`config.mk`:
```
export PLATFORM = sky130hd
export DESIGN_NAME = mem_access_ctrl_flat
export DESIGN_NICKNAME = d
export VERILOG_FILES = /design/src/rtl/mem_access_ctrl_pkg.sv /design/src/rtl/mem_access_ctrl_if.sv /design/src/rtl/mem_access_ctrl_arb2.sv /design/src/rtl/mem_access_ctrl.sv /design/src/flat_wrapper.sv
export SDC_FILE = /design/constraint.sdc
export NUM_CORES = 1
export LEC_CHECK = 0
export CAP_MARGIN = 20
export CORE_ASPECT_RATIO = 0.7
export CORE_MARGIN = 3
export CORE_UTILIZATION = 42
export CTS_BUF_LIST = sky130_fd_sc_hd__clkbuf_4 sky130_fd_sc_hd__clkbuf_8 sky130_fd_sc_hd__clkbuf_16
export DETAILED_ROUTE_END_ITERATION = 16
export GPL_ROUTABILITY_DRIVEN = 0
export PLACE_DENSITY_LB_ADDON = 0.1
export SYNTH_ARGS = -nofsm -noshare
export SYNTH_HDL_FRONTEND = slang
export SYNTH_SLANG_ARGS = --single-unit
```
`constraint.sdc`:
```
create_clock -name clock -period 2.5 [get_ports clock]
set_clock_uncertainty 0.1 [all_clocks]
set_input_delay 0.5 -clock clock [delete_from_list [all_inputs] [get_ports clock]]
set_output_delay 0.5 -clock clock [all_outputs]
set_load 0.03 [all_outputs]
```
`src/rtl/mem_access_ctrl_pkg.sv`:
```
// Shared encodings and widths for the data-memory access controller.
// Pure declarations: no latency, no backpressure.
package mem_access_ctrl_pkg;
    localparam int DATA_W = 8;
    localparam int ADDR_W = 8;

    localparam logic [1:0] S_IDLE   = 2'd0;
    localparam logic [1:0] S_ACCESS = 2'd1;
    localparam logic [1:0] S_RESP   = 2'd2;

    localparam logic OWN_PIPE = 1'b0;
    localparam logic OWN_LD   = 1'b1;

    typedef enum logic [1:0] {
        ST_IDLE   = S_IDLE,
        ST_ACCESS = S_ACCESS,
        ST_RESP   = S_RESP
    } state_e;
endpackage

```
`src/rtl/mem_access_ctrl_if.sv`:
```
// Bundle of MEM-stage, loader and RAM-side signals around the controller.
// Level requests are held by the requesters until completion (stall / ld_ack).
interface mem_access_ctrl_if;
    import mem_access_ctrl_pkg::*;

    logic              Rm;
    logic              Wm;
    logic [ADDR_W-1:0] addr;
    logic [DATA_W-1:0] wdata;
    logic [DATA_W-1:0] rdata;
    logic              mem_stall;

    logic              ld_req;
    logic              ld_we;
    logic [ADDR_W-1:0] ld_addr;
    logic [DATA_W-1:0] ld_wdata;
    logic [DATA_W-1:0] ld_rdata;
    logic              ld_ack;

    logic              ram_en;
    logic              ram_we;
    logic [ADDR_W-1:0] ram_addr;
    logic [DATA_W-1:0] ram_wdata;
    logic [DATA_W-1:0] ram_rdata;

    modport slave (
        input  Rm, Wm, addr, wdata, ld_req, ld_we, ld_addr, ld_wdata, ram_rdata,
        output rdata, mem_stall, ld_rdata, ld_ack, ram_en, ram_we, ram_addr, ram_wdata
    );

    modport master (
        output Rm, Wm, addr, wdata, ld_req, ld_we, ld_addr, ld_wdata, ram_rdata,
        input  rdata, mem_stall, ld_rdata, ld_ack, ram_en, ram_we, ram_addr, ram_wdata
    );
endinterface

```
`src/rtl/mem_access_ctrl_arb2.sv`:
```
// Two-way grant between MEM stage and loader; purely combinational, zero latency.
// Fixed loader priority or round-robin on ties; losers simply keep requesting.
module mem_arb2
    import mem_access_ctrl_pkg::*;
#(
    parameter bit LD_FIRST = 1'b0
) (
    input  logic pipe_req_i,
    input  logic ld_req_i,
    input  logic last_grant_i,
    output logic grant_valid_o,
    output logic grant_owner_o
);
    always_comb begin
        grant_valid_o = pipe_req_i | ld_req_i;
        grant_owner_o = OWN_PIPE;
        if (pipe_req_i && ld_req_i) begin
            grant_owner_o = LD_FIRST ? OWN_LD : ~last_grant_i;
        end else if (ld_req_i) begin
            grant_owner_o = OWN_LD;
        end
    end
endmodule

```
`src/rtl/mem_access_ctrl.sv`:
```
// Sequences the single-port data RAM for the MEM stage and a loader port.
// Completion WAIT_CYCLES+3 cycles after the request; MEM stage stalled until then.
module mem_access_ctrl
    import mem_access_ctrl_pkg::*;
#(
    parameter int unsigned WAIT_CYCLES = 1,
    parameter bit          LD_FIRST    = 1'b0
) (
    input logic              clock,
    input logic              reset_n,
    mem_access_ctrl_if.slave bus
);
    localparam logic [2:0] WAIT_INIT = 3'(WAIT_CYCLES);

    state_e            state_q;
    logic [2:0]        cnt_q;
    logic              owner_q;
    logic              last_grant_q;
    logic              we_q;
    logic [ADDR_W-1:0] addr_q;
    logic [DATA_W-1:0] wdata_q;
    logic [DATA_W-1:0] rdata_q;
    logic [DATA_W-1:0] ld_rdata_q;
    logic              ram_en_q;
    logic              ld_ack_q;

    logic pipe_req;
    logic grant_valid;
    logic grant_owner;
    logic req_alive;

    assign pipe_req  = bus.Rm | bus.Wm;
    // A requester that dropped mid-access gets no completion delivered.
    assign req_alive = (owner_q == OWN_LD) ? bus.ld_req : pipe_req;

    mem_arb2 #(.LD_FIRST(LD_FIRST)) u_arb (
        .pipe_req_i    (pipe_req),
        .ld_req_i      (bus.ld_req),
        .last_grant_i  (last_grant_q),
        .grant_valid_o (grant_valid),
        .grant_owner_o (grant_owner)
    );

    always_ff @(posedge clock or negedge reset_n) begin
        if (!reset_n) begin
            state_q      <= ST_IDLE;
            cnt_q        <= 3'd0;
            owner_q      <= OWN_PIPE;
            last_grant_q <= OWN_LD;
            we_q         <= 1'b0;
            addr_q       <= '0;
            wdata_q      <= '0;
            rdata_q      <= '0;
            ld_rdata_q   <= '0;
            ram_en_q     <= 1'b0;
            ld_ack_q     <= 1'b0;
        end else begin
            ld_ack_q <= 1'b0;
            case (state_q)
                ST_IDLE: begin
                    if (grant_valid) begin
                        owner_q <= grant_owner;
                        if (grant_owner == OWN_LD) begin
                            addr_q  <= bus.ld_addr;
                            wdata_q <= bus.ld_wdata;
                            we_q    <= bus.ld_we;
                        end else begin
                            addr_q  <= bus.addr;
                            wdata_q <= bus.wdata;
                            we_q    <= bus.Wm;
                        end
                        cnt_q    <= WAIT_INIT;
                        ram_en_q <= 1'b1;
                        state_q  <= ST_ACCESS;
                    end
                end
                ST_ACCESS: begin
                    if (cnt_q == 3'd0) begin
                        ram_en_q     <= 1'b0;
                        state_q      <= ST_RESP;
                        last_grant_q <= owner_q;
                        if (req_alive) begin
                            if (owner_q == OWN_LD) begin
                                ld_ack_q <= 1'b1;
                                if (!we_q) ld_rdata_q <= bus.ram_rdata;
                            end else if (!we_q) begin
                                rdata_q <= bus.ram_rdata;
                            end
                        end
                    end else begin
                        cnt_q <= cnt_q - 3'd1;
                    end
                end
                ST_RESP: state_q <= ST_IDLE;
                default: state_q <= ST_IDLE;
            endcase
        end
    end

    assign bus.ram_en    = ram_en_q;
    assign bus.ram_we    = ram_en_q & we_q;
    assign bus.ram_addr  = addr_q;
    assign bus.ram_wdata = wdata_q;
    assign bus.rdata     = rdata_q;
    assign bus.ld_rdata  = ld_rdata_q;
    assign bus.ld_ack    = ld_ack_q;
    assign bus.mem_stall = pipe_req && !(state_q == ST_RESP && owner_q == OWN_PIPE);
endmodule

```
`src/flat_wrapper.sv`:
```
// flat-port wrapper written by rule: the top's interface ports become plain ports
module mem_access_ctrl_flat import mem_access_ctrl_pkg::*;
#(
    parameter int unsigned WAIT_CYCLES = 1,
    parameter bit          LD_FIRST    = 1'b0
)
  (clock, reset_n, bus_Rm, bus_Wm, bus_addr, bus_wdata, bus_ld_req, bus_ld_we, bus_ld_addr, bus_ld_wdata, bus_ram_rdata, bus_rdata, bus_mem_stall, bus_ld_rdata, bus_ld_ack, bus_ram_en, bus_ram_we, bus_ram_addr, bus_ram_wdata);
  mem_access_ctrl_if bus_i ();
  input logic clock;
  input logic reset_n;
  input wire logic [$bits(bus_i.Rm)-1:0] bus_Rm;
  input wire logic [$bits(bus_i.Wm)-1:0] bus_Wm;
  input wire logic [$bits(bus_i.addr)-1:0] bus_addr;
  input wire logic [$bits(bus_i.wdata)-1:0] bus_wdata;
  input wire logic [$bits(bus_i.ld_req)-1:0] bus_ld_req;
  input wire logic [$bits(bus_i.ld_we)-1:0] bus_ld_we;
  input wire logic [$bits(bus_i.ld_addr)-1:0] bus_ld_addr;
  input wire logic [$bits(bus_i.ld_wdata)-1:0] bus_ld_wdata;
  input wire logic [$bits(bus_i.ram_rdata)-1:0] bus_ram_rdata;
  output wire logic [$bits(bus_i.rdata)-1:0] bus_rdata;
  output wire logic [$bits(bus_i.mem_stall)-1:0] bus_mem_stall;
  output wire logic [$bits(bus_i.ld_rdata)-1:0] bus_ld_rdata;
  output wire logic [$bits(bus_i.ld_ack)-1:0] bus_ld_ack;
  output wire logic [$bits(bus_i.ram_en)-1:0] bus_ram_en;
  output wire logic [$bits(bus_i.ram_we)-1:0] bus_ram_we;
  output wire logic [$bits(bus_i.ram_addr)-1:0] bus_ram_addr;
  output wire logic [$bits(bus_i.ram_wdata)-1:0] bus_ram_wdata;
  assign bus_i.Rm = bus_Rm;
  assign bus_i.Wm = bus_Wm;
  assign bus_i.addr = bus_addr;
  assign bus_i.wdata = bus_wdata;
  assign bus_i.ld_req = bus_ld_req;
  assign bus_i.ld_we = bus_ld_we;
  assign bus_i.ld_addr = bus_ld_addr;
  assign bus_i.ld_wdata = bus_ld_wdata;
  assign bus_i.ram_rdata = bus_ram_rdata;
  assign bus_rdata = bus_i.rdata;
  assign bus_mem_stall = bus_i.mem_stall;
  assign bus_ld_rdata = bus_i.ld_rdata;
  assign bus_ld_ack = bus_i.ld_ack;
  assign bus_ram_en = bus_i.ram_en;
  assign bus_ram_we = bus_i.ram_we;
  assign bus_ram_addr = bus_i.ram_addr;
  assign bus_ram_wdata = bus_i.ram_wdata;
  mem_access_ctrl #(.WAIT_CYCLES(WAIT_CYCLES), .LD_FIRST(LD_FIRST)) u_core (.clock(clock), .reset_n(reset_n), .bus(bus_i));
endmodule
```
==> reports/results.ini <==
[sta]
worst_pin_slew_ns = 0.482
finalCriticalPeriod_ns = 2.21
setup-tns-final_ns = 0
whs_ns = 0.0166
rsz0062_at_grt = false
fmax_mhz = 452
finalSetupViolCount = 0
finalCritPeriodShare = 0.884
layout_setup_ws_ns = 0.289
finalHoldViolCount = 0
final_max_slew_viol_count = 0
slew-limit-headroom = 0.679

[drt]
route.detailed.drc = 0
drt_iter0_drc = 83
antenna_left = 0
wl_per_cell_um = 16.2
vias_per_cell = 5.37
routed-via-count = 1658
dr.pass1.iters = 4
drt-total-wl_um = 5000

[clock_tree]
post_cts_buffers = 0
insertion_delay_ns = 0.28
clk_pin_slew_ns = 0.08
hold_buffers = 0
ctsHtreeMaxLevel = 2
cts.path.max_buffers = 2
cts_buffers = 5
cts_resized = 0
cts_tree = done
cts_root_buf = clkbuf_8
cts.sinks = 42

[floorplanning]
die_h_um = 62.3
core_sq_um = 4140
initial_core_util = 0.459
die_x_um = 86.4
ios = 82
num_rows = 19
dieArea_sq_um = 5380

[synth]
synth_cell_types = 29
yosys_warnings = 0
synth_nets = 220
yosysSeqAreaShare = 0.554
synth.avg_cell_area_sq_um = 11.0
synth_area_sq_um = 1900
synth_seq_cells = 42
synthesis.instances = 172

[setup_path]
worstPathArrival_ns = 1.61
crit_path_start_kind = flip-flop
path_class = flip-flop to output pin
cp.required_ns = 1.90
critPathCaptureType = output pin
path_max_fanout = 4

[final_layout]
antenna_cells = 0
multi_input_area_sq_um = 772
nets = 304
fillers = 348
regArea_sq_um = 1050
drive_above_1_share = 0.160
area_growth_pct = 50.4

[power]
pwr-share-seq = 0.333
max-vdd-ir-drop_mv = 0.707
power_mw = 3.61
p_sw_mw = 1.52
powerDensity_nw_per_um2 = 1260
p_int_mw = 2.09
switching_share = 0.421
clkPwrFrac = 0.127
p_leak_nw = 1.18
comb_power_share = 0.540

[grt]
grt_max_degree = 21
grt_usage = 0.196
grt_pass1_wl_um = 8470
antenna_found_initial = 0
grt_pass1_vias = 1657
grt-ovfl-total = 0

[placement]
post-place-ws_ns = 0.335
hpwlAfterDp_um = 3700
portBuffers = 81

[run_status]
status = complete, no violations

[flow_run]
cap_violations = 0

[worst_hold_path]
min_path_type = input port to async pin

-- power groups by stage --
stage	sequential [mW]	combinational, mW	clock (mW)
2_1_floorplan	1.67	0.726	0
3_3_place_gp	1.21	1.94	0
3_5_place_dp	1.21	1.96	0
4_1_cts	1.20	1.97	0.463
5_1_grt	1.25	2.10	0.497
6_report	1.20	1.95	0.458
-- Yosys cell counts --
cell type / instances / area share
or3_1: 1 / 0.0033
or3b_2: 1 / 0.0046
a31oi_1: 16 / 0.053
and2_1: 1 / 0.0033
a32o_1: 2 / 0.011
o21a_1: 1 / 0.0040
a21oi_1: 18 / 0.047
nor3_4: 1 / 0.0086
a211oi_1: 1 / 0.0040
dfrtp_1: 41 / 0.54
nor4_4: 1 / 0.011
mux2_4: 1 / 0.0079
clkbuf_1: 8 / 0.016
nor2_1: 4 / 0.0079
mux2_2: 17 / 0.10
nand2_1: 8 / 0.016
inv_1: 5 / 0.0099
o21ai_1: 1 / 0.0026
nor3b_1: 1 / 0.0040
o22ai_1: 2 / 0.0066
dfstp_2: 1 / 0.014
nand2b_1: 1 / 0.0033
nand3_1: 16 / 0.042
nand3b_2: 1 / 0.0059
buf_6: 2 / 0.012
and2_4: 1 / 0.0046
buf_2: 1 / 0.0026
ha_1: 2 / 0.013
o21ai_0: 16 / 0.042
-- metrics by stage --
step	util	instance area (sq um)	cells
floorplan	-	1900	172
global placement	0.668	2760	301
detailed placement	0.668	2760	301
CTS	0.691	2860	309
global route	0.691	2860	309
finish	0.691	2860	309
-- cells by family (layout without fill, tap and decap cells) --
kind of cell               Yosys count  in the layout  share of synthesized area
AOI/OAI and AO/OA                   57             57                      0.170
DFF                                 42             42                      0.554
and+or+nand+nor                     37             37                      0.115
muxes                               18             18                      0.109
buffers and inverters               16            101                     0.0402
adders and majority gates            2              2                     0.0132
-- worst paths after layout --
path	from	endpoint	slack (ns)	cells after the start
worst max-delay path	u_core.we_q$_DFFE_PN0P_	bus_ram_we	0.29	2
worst min-delay path	reset_n	u_core.bus.ld_rdata[7]$_DFFE_PN0P_	0.02	1
worst max register to register	u_core.cnt_q[0]$_DFFE_PN0P_	u_core.bus.ld_rdata[4]$_DFFE_PN0P_	0.44	6
worst min register to register	u_core.cnt_q[0]$_DFFE_PN0P_	u_core.cnt_q[0]$_DFFE_PN0P_	0.39	1
max in group asynchronous	reset_n	u_core.bus.rdata[2]$_DFFE_PN0P_	1.73	2
min in group clock	u_core.cnt_q[0]$_DFFE_PN0P_	u_core.cnt_q[0]$_DFFE_PN0P_	0.39	1
-- sequential cells by signal (all words and copies together), names as in the netlist --
signal                flops
u_core.bus.ld_rdata       8
u_core.bus.ram_addr       8
u_core.bus.ram_wdata      8
u_core.bus.rdata          8
u_core.cnt_q              3
u_core.state_q            2
u_core.bus.ld_ack         1
u_core.bus.ram_en         1
u_core.last_grant_q       1
u_core.owner_q            1
u_core.we_q               1
-- layout by cell type, fill, tap and decap left out, types with 2 or more instances in the layout --
cell and n:
mux2_2 17, a31oi_1 16, o22ai_1 2, clkdlybuf4s50_1 79
dfrtp_1 41, nor2_1 4, ha_1 2, inv_1 5
o21ai_0 16, nand2_1 8, clkbuf_8 6, buf_4 8
nand3_1 16, a32o_1 2, a21oi_1 18
-- area by class of cell --
cell class                      count  area share
Clock inverter                      1     0.00175
Clock buffer                        7      0.0315
Tap cell                           52      0.0228
Multi-Input combinational cell    114       0.270
Sequential cell                    42       0.368
Inverter                            5     0.00656
Timing Repair Buffer               88       0.299
-- layer usage --
layer / vias to the layer above / routed length, um / track usage
met4: 0 / 38 / 0.0428
met5: - / 0 / 0
met1: 789 / 2260 / 0.299
li1: 800 / - / -
met3: 6 / 343 / 0.0568
met2: 63 / 2360 / 0.275
-- critical path, cell delays in order, from the launching register on --
cell	delay [ns]
dfrtp_1	0.50
and2_1	0.17
clkdlybuf4s50_1	0.66
Note: power is estimated with default switching activity, not from simulation.
